File: src/rtl/fx_kport_pad_if.sv
// PC-FX K-port serial bus: the host drives latch/clock/direction/data,
// and the pad answers on KP_DIN. All data lines are active-low.
interface fx_kport_pad_if;
    logic KP_LATCH;
    logic KP_CLK;
    logic KP_RW;
    logic KP_DOUT;
    logic KP_DIN;

    modport master (output KP_LATCH, output KP_CLK, output KP_RW, output KP_DOUT, input KP_DIN);
    modport slave  (input KP_LATCH, input KP_CLK, input KP_RW, input KP_DOUT, output KP_DIN);
endinterface

File: src/rtl/fx_kport_pad.sv
// Joypad end of the PC-FX K-port: shifts out {PAD_ID, 12'h000, BTN} on read
// frames and captures 32 host bits on write frames.
module fx_kport_pad #(
    parameter logic [3:0] PAD_ID      = 4'hF,
    parameter int         SYNC_STAGES = 2
) (
    input  logic               CLK,
    input  logic               RES,
    input  logic               CE,
    input  logic [15:0]        BTN,
    fx_kport_pad_if.slave      kp,
    output logic [31:0]        RX_DATA,
    output logic               RX_VALID,
    output logic               BUSY
);

    localparam int STAGES = (SYNC_STAGES < 1) ? 1 : SYNC_STAGES;

    typedef enum logic [1:0] {IDLE, TX, RX} state_t;

    // Each synchronizer stage carries {latch, clk, rw, dout}; all preset high.
    logic [3:0] sync_q [STAGES];
    logic [3:0] prev_q;
    logic [3:0] cur;

    logic latch_f;
    logic clk_r;
    logic clk_f;

    state_t      state, state_n;
    logic [31:0] sr, sr_n;
    logic [5:0]  cnt, cnt_n;
    logic        din_q, din_n;
    logic [31:0] rx_data_n;
    logic        rx_valid_n;
    logic        busy_n;

    assign cur     = sync_q[STAGES-1];
    assign latch_f = prev_q[3] & ~cur[3];
    assign clk_r   = ~prev_q[2] & cur[2];
    assign clk_f   = prev_q[2] & ~cur[2];

    always_ff @(posedge CLK) begin
        if (RES) begin
            for (int i = 0; i < STAGES; i++) sync_q[i] <= 4'hF;
            prev_q <= 4'hF;
        end else if (CE) begin
            sync_q[0] <= {kp.KP_LATCH, kp.KP_CLK, kp.KP_RW, kp.KP_DOUT};
            for (int i = 1; i < STAGES; i++) sync_q[i] <= sync_q[i-1];
            prev_q <= cur;
        end
    end

    always_ff @(posedge CLK) begin
        if (RES) begin
            state    <= IDLE;
            sr       <= 32'h0;
            cnt      <= 6'd0;
            din_q    <= 1'b1;
            RX_DATA  <= 32'h0;
            RX_VALID <= 1'b0;
            BUSY     <= 1'b0;
        end else if (CE) begin
            state    <= state_n;
            sr       <= sr_n;
            cnt      <= cnt_n;
            din_q    <= din_n;
            RX_DATA  <= rx_data_n;
            RX_VALID <= rx_valid_n;
            BUSY     <= busy_n;
        end
    end

    // A latch fall always restarts the frame; clock edges only count while latch is high.
    always_comb begin
        state_n    = state;
        sr_n       = sr;
        cnt_n      = cnt;
        rx_data_n  = RX_DATA;
        rx_valid_n = 1'b0;

        if (latch_f) begin
            cnt_n = 6'd0;
            if (cur[1]) begin
                sr_n    = {PAD_ID, 12'h000, BTN};
                state_n = TX;
            end else begin
                sr_n    = 32'h0;
                state_n = RX;
            end
        end else if (cur[3]) begin
            case (state)
                TX: begin
                    if (clk_r) begin
                        sr_n  = {1'b0, sr[31:1]};
                        cnt_n = cnt + 6'd1;
                        if (cnt_n == 6'd32) state_n = IDLE;
                    end
                end
                RX: begin
                    if (clk_f) begin
                        sr_n  = {~cur[0], sr[31:1]};
                        cnt_n = cnt + 6'd1;
                        if (cnt_n == 6'd32) begin
                            rx_data_n  = sr_n;
                            rx_valid_n = 1'b1;
                            state_n    = IDLE;
                        end
                    end
                end
                default: ;
            endcase
        end

        din_n  = (state_n == TX) ? ~sr_n[0] : 1'b1;
        busy_n = (state_n != IDLE);
    end

    assign kp.KP_DIN = din_q;

endmodule

File: src/flat_wrapper.sv
// flat-port wrapper written by rule: the top's interface ports become plain ports
module fx_kport_pad_flat 
#(
    parameter logic [3:0] PAD_ID      = 4'hF,
    parameter int         SYNC_STAGES = 2
)
  (CLK, RES, CE, BTN, RX_DATA, RX_VALID, BUSY, kp_KP_LATCH, kp_KP_CLK, kp_KP_RW, kp_KP_DOUT, kp_KP_DIN);
  fx_kport_pad_if kp_i ();
  input  logic CLK;
  input  logic RES;
  input  logic CE;
  input  logic [15:0] BTN;
  output logic [31:0] RX_DATA;
  output logic RX_VALID;
  output logic BUSY;
  input wire logic [$bits(kp_i.KP_LATCH)-1:0] kp_KP_LATCH;
  input wire logic [$bits(kp_i.KP_CLK)-1:0] kp_KP_CLK;
  input wire logic [$bits(kp_i.KP_RW)-1:0] kp_KP_RW;
  input wire logic [$bits(kp_i.KP_DOUT)-1:0] kp_KP_DOUT;
  output wire logic [$bits(kp_i.KP_DIN)-1:0] kp_KP_DIN;
  assign kp_i.KP_LATCH = kp_KP_LATCH;
  assign kp_i.KP_CLK = kp_KP_CLK;
  assign kp_i.KP_RW = kp_KP_RW;
  assign kp_i.KP_DOUT = kp_KP_DOUT;
  assign kp_KP_DIN = kp_i.KP_DIN;
  fx_kport_pad #(.PAD_ID(PAD_ID), .SYNC_STAGES(SYNC_STAGES)) u_core (.CLK(CLK), .RES(RES), .CE(CE), .BTN(BTN), .kp(kp_i), .RX_DATA(RX_DATA), .RX_VALID(RX_VALID), .BUSY(BUSY));
endmodule
File: config.mk
export PLATFORM = sky130hd
export DESIGN_NAME = fx_kport_pad_flat
export DESIGN_NICKNAME = d
export VERILOG_FILES = /design/src/rtl/fx_kport_pad_if.sv /design/src/rtl/fx_kport_pad.sv /design/src/flat_wrapper.sv
export SDC_FILE = /design/constraint.sdc
export NUM_CORES = 1
export LEC_CHECK = 0
export BUFFER_PORTS_ARGS = -buffer_cell sky130_fd_sc_hd__buf_2
export CORE_MARGIN = 5
export CORE_UTILIZATION = 50
export CTS_CLUSTER_DIAMETER = 200
export DETAILED_ROUTE_END_ITERATION = 6
export HOLD_SLACK_MARGIN = 0.15
export PLACE_DENSITY = 0.79
export SLEW_MARGIN = 20
export SYNTH_ARGS = -nofsm -noshare
export SYNTH_HDL_FRONTEND = slang
export SYNTH_SLANG_ARGS = --single-unit
File: constraint.sdc
create_clock -name CLK -period 2.45 [get_ports CLK]
set_clock_uncertainty 0.1 [all_clocks]
set_input_delay 0.1225 -clock CLK [delete_from_list [all_inputs] [get_ports CLK]]
set_output_delay 0.1225 -clock CLK [all_outputs]
set_load 0.1 [all_outputs]
* After elaboration in Yosys (flattened, before gate mapping) *
Memories as Yosys holds them, arrays and structs flattened.
Index checks and enable logic that the tools add are counted.

storage, ports and cells
  output and inout bits = 35
  RAM bits = 8
  bits of input ports = 23
  logic and storage cells = 64
  memories = 1
  bits in registers = 79

memory list
  name           words  width  rd ports  clocked after memory_dff  write ports  RTL line            RTL
  u_core.sync_q  2      4      2         0                         2            fx_kport_pad.sv:22  logic [3:0] sync_q [STAGES];

operators by class
  bitwise logic cells = 11
  eq/ne operators = 6
  reduce and logical (&&, ||, !) cells = 5
  $add $sub $neg = 1
  multiplexer cells = 31

operators with widths
  cell                                            count
  two-way mux 32 bit                              5
  one-hot mux 32 bit (2 select lines)             1
  two-way mux 6 bit                               4
  two-way mux 2 bit                               6
  one-hot mux 6 bit (2 select lines)              1
  two-way mux 1 bit                               11
  two-way mux 4 bit                               2
  adder 6 x 1 -> 6 bit (second input constant)    1
  == test 6 bit (second input constant)           1
  != test 3 x 1 -> 1 bit (second input constant)  2
  inverter 1 bit                                  6
  AND reduction 6 bit                             1
  AND reduction 5 bit                             1
  == test 2 x 1 -> 1 bit (second input constant)  2
  one-hot mux 2 bit (2 select lines)              1
  nonzero test 2 bit                              2
  bitwise AND 1 bit                               3
  nonzero test 3 bit                              1
  == test 2 bit (second input constant)           1
  bitwise OR 1 bit                                2

* Depth between registers and ports, before layout *
  word-level depth = 9
  mapped depth = 8

* Least setup slack after synthesis *
OpenSTA, ideal clock, no wires.

  kind = reg2reg
  start = register u_core.state[0]
  end = register u_core.cnt[2]
  library setup time = 74 ps
  arrival = 2076 ps
  buffers on the path = 1
  setup slack = 200 ps
  period minus slack after synthesis = 2250 ps
  cell stages (with the launch flop) = 9
  cells stage by stage = dfxtp_1 > inv_1 > ha_1 > nand2b_1 > nor4b_4 > nor2_2 > buf_4 > or4_1 > a31oi_1

on the way
  cells in the longest elaborated chain, start to end = 4
  elaborated cells on any way between the ends = 9

ends and longest elaborated chain
  what                                                            RTL line            RTL
  start: declaration                                              fx_kport_pad.sv:30  state_t state, state_n;
  start signal: assignment                                        fx_kport_pad.sv:64  state <= state_n;
  == test 2 bit / == test 2 x 1 -> 1 bit (equally long branches)  fx_kport_pad.sv:92  case (state)
  one-hot mux 6 bit (2 select lines)                              fx_kport_pad.sv:92
  two-way mux 6 bit                                               fx_kport_pad.sv:91  end else if (cur[3]) begin
  two-way mux 6 bit                                               fx_kport_pad.sv:82  if (latch_f) begin
  end signal: assignment                                          fx_kport_pad.sv:66  cnt <= cnt_n;
  end: declaration                                                fx_kport_pad.sv:32  logic [5:0] cnt, cnt_n;

Several ways; a longest one is shown, not always the timed one. The select of a mux whose other input is x is not followed.
A chain may end at the register's enable or synchronous reset.

* Worst setup path in the final report *
  start = register u_core.state[0]
  end = register u_core.sr[15]

on the way
  cells in the longest elaborated chain, start to end = 4
  elaborated cells on any way between the ends = 9

ends and longest elaborated chain
  what                                                            RTL line            RTL
  == test 2 bit / == test 2 x 1 -> 1 bit (equally long branches)  fx_kport_pad.sv:92
  one-hot mux 32 bit (2 select lines)                             fx_kport_pad.sv:92
  two-way mux 32 bit                                              fx_kport_pad.sv:91
  two-way mux 32 bit                                              fx_kport_pad.sv:82
  end signal: assignment                                          fx_kport_pad.sv:65  sr <= sr_n;
  end: declaration                                                fx_kport_pad.sv:31  logic [31:0] sr, sr_n;

Several ways; a longest one is shown, not always the timed one. The select of a mux whose other input is x is not followed.

==> key figures <==
Run status
  • Status: completed

Clock tree
  • CTS tree: done
  • Clock insertion delay at the later pin of the skew report: 0.35 ns
  • Clock Path Buffers: 2
  • Clock sink count: 85
  • CTS root buf: clkbuf_8
  • Clock Pin Slew Worst Setup and Hold Paths: 0.09 ns
  • CTS H-tree lvls: 3
  • Total CTS buffers: 9

Finish
  • Layout cell share with drive strength beyond 1: 0.235
  • Reg area: 0.00178 mm^2
  • Fillers: 571
  • Antenna cells: 0
  • Area of the multi-input gates: 0.00165 mm^2
  • Area grow syn2layout: 26.5%
  • # nets final: 474

Global routing
  • Largest net degree at the start of global routing: 45
  • Total track usage: 0.198
  • Vias in the first global route: 3016
  • First-pass GRT wire length: 14.0 mm
  • Grt total ovfl: 0
  • Initial antenna violation count: 0

STA
  • Slew HR: 0.525
  • Setup_tns: 0 ns
  • RSZ-0062 raised after global routing: no
  • Actual slew at the worst max-slew pin: 0.713 ns
  • Tmin final: 2.31 ns
  • Max frequency: 433 MHz
  • Final Setup Violations: 0
  • Crit share post-route: 0.943
  • Fin. max-slew vios: 0
  • Fin. Hold Viols: 0
  • Post-route setup slack: 0.139 ns

Synthesis
  • Syn. warnings: 0
  • Number of synthesized flops with an enable pin: 8
  • Mapped Area: 0.00352 mm^2
  • Syn Nets: 394
  • Synth Area in Adders: 0.0107
  • Distinct cells, synth: 47
  • Post-synthesis sequential area ratio: 0.506
  • Multiplexer area fraction after synthesis: 0.0910
  • Area fraction of the dominant cell type after synthesis: 0.438
  • Mean Syn Cell Area: 9.56 um^2
  • Synth Register Bits: 85
  • Main synth FF type: dfxtp_1
  • Synth cell count leaders: 77 x dfxtp_1, 58 x nor2_1, 32 x mux2i_1, 25 x nand2_1, 23 x clkbuf_1
  • Most frequent cell after synthesis: dfxtp_1
  • Post-Synth XOR/XNOR Area: 0
  • Yosys top cell by area: dfxtp_1
  • Post-synthesis async set-or-reset flop share: 0
  • Cells after synthesis: 368
  • Synth area leaders: dfxtp_1 44%, mux2i_1 9.1%, edfxtp_1 6.8%
  • Simple-gate area share of the yosys netlist: 0.235
  • Synth Area in Compound Gates: 0.117
  • Largest family of logic cells by synthesized area: simple AND/OR/NAND/NOR gates

Route
  • Iteration-0 DRC Markers: 238
  • Routed WL per cell: 15.5 um
  • Via Count: 3051
  • First-pass iteration count of the detailed router: 5
  • WL final: 8.48 mm
  • DRC Markers: 0
  • Antenna-violating nets left: 0
  • Post-DR vias/cell: 5.57

Floorplan
  • Core area: 0.00683 mm^2
  • Die Height: 93.9 um
  • Die Footprint: 0.00881 mm^2
  • Initial Util: 0.515
  • Num ports: 58
  • # rows: 30
  • Die Wd: 93.9 um

Setup path
  • CP endpoint kind: flip-flop
  • Critical-path cell with the highest stage delay: nor4b_4
  • Critical Path AT: 2.48 ns
  • Worst setup SP type: flip-flop
  • Crit Path Max Fanout: 7
  • WP data required: 2.62 ns
  • Crit-path cells: inv_1 > ha_1 > nand2b_4 > nor4b_4 > buf_4 > o31a_1 > buf_4 > buf_4 > nor2_1 > nor3_1
  • Most common cell on crit path: buf_4
  • WS Path Type: reg -> reg
  • CP max stage delay: 0.38 ns

Power and ir drop
  • Pleak: 2.02 nW
  • P per Cell Area: 648 mW/mm^2
  • VDD IR-drop max: 0.335 mV
  • Power, Total: 2.88 mW

Place
  • Input/output buffers: 57
  • Post-DP HPWL: 5.17 mm
  • Routability congestion estimate: 0.821
  • Dpl ws: 0.0442 ns

Flow run
  • Max-Cap Viols: 0

Min path
  • Hold Crit Class: in -> reg
==> sequential cells by signal, summed over array words and instances, names as in the netlist <==
| signal | count |
|---|---|
| u_core.RX_DATA | 32 |
| u_core.sr | 32 |
| u_core.sync_q | 8 |
| u_core.cnt | 6 |
| u_core.prev_q | 2 |
| u_core.state | 2 |
| u_core.BUSY | 1 |
| u_core.RX_VALID | 1 |
| u_core.kp.KP_DIN | 1 |
==> what timing repair did <==
item,in CTS,in global routing
buffers inserted,0,5
setup endpoints to repair,0,31
hold buffers,20,0
endpoints found under the hold margin,23,0
gates resized for setup,0,4
==> routing by layer <==
metal / global-route usage / part of all wire
met1: 0.240 / 0.43
met2: 0.334 / 0.48
met3: 0.0513 / 0.067
met4: 0.0794 / 0.018
met5: 0 / 0
==> per-stage QoR <==
stage                     hold WS, ns   util  std cells  cell area [um^2]
after global placement          0.277  0.578        507              3950
after floorplan                 0.197      -        368              3520
after detailed placement        0.282  0.578        507              3950
final                           0.207  0.651        548              4450
after CTS                       0.189  0.641        542              4380
after global routing            0.231  0.651        548              4450
==> placed cells by master (no fill, tap or decap), types with 10 or more instances in the layout <==
cell	n
a221oi_1	15
buf_2	57
buf_4	20
dfxtp_1	77
dlygate4sd3_1	20
mux2i_1	32
nand2_1	25
nand3b_1	13
nand4b_1	11
nor2_1	58
nor3_1	19
or3_1	10
==> worst paths after layout <==
| path | to | from | cells after the start | slack [ns] |
|---|---|---|---|---|
| max | u_core.sr[15] | u_core.state[0] | 10 | 0.14 |
| min | u_core.sr[0] | BTN[0] | 4 | 0.21 |
| max reg2reg | u_core.sr[15] | u_core.state[0] | 10 | 0.14 |
| min reg2reg | u_core.RX_VALID | u_core.RX_VALID | 2 | 0.35 |
==> worst max-delay path, delay by kind of cell (launching register included) <==
family                     cells  cell delay [ns]
buffers and inverters          4             0.54
AOI/OAI and AO/OA              1             0.24
and+or+nand+nor                4             0.72
adders and majority gates      1             0.28
DFF                            1             0.34
==> cell type report <==
class / count / share of cell area
clock buffer: 10 / 0.0335
clock inverter: 5 / 0.0180
inverter: 5 / 0.00422
multi-input combinational: 249 / 0.371
sequential: 85 / 0.400
tap: 96 / 0.0270
timing repair buffer: 98 / 0.145
==> logic make-up (layout without fill, tap and decap cells) <==
logic type      Yosys count  in the layout
compound gates           54             55
simple gates            159            159
flops                    85             85
buf+inv                  35            118
fa+ha+maj                 3              3
mux                      32             32
==> where the power goes <==
| part | switching [mW] | leakage [nW] | total (mW) | internal [mW] |
|---|---|---|---|---|
| logic | 0.149 | 1.21 | 0.264 | 0.115 |
| registers | 0.0311 | 0.694 | 1.47 | 1.44 |
| clock network | 0.510 | 0.118 | 1.14 | 0.634 |
| total | 0.691 | 2.02 | 2.88 | 2.19 |
No activity file was read; power rests on OpenSTA's default activity.
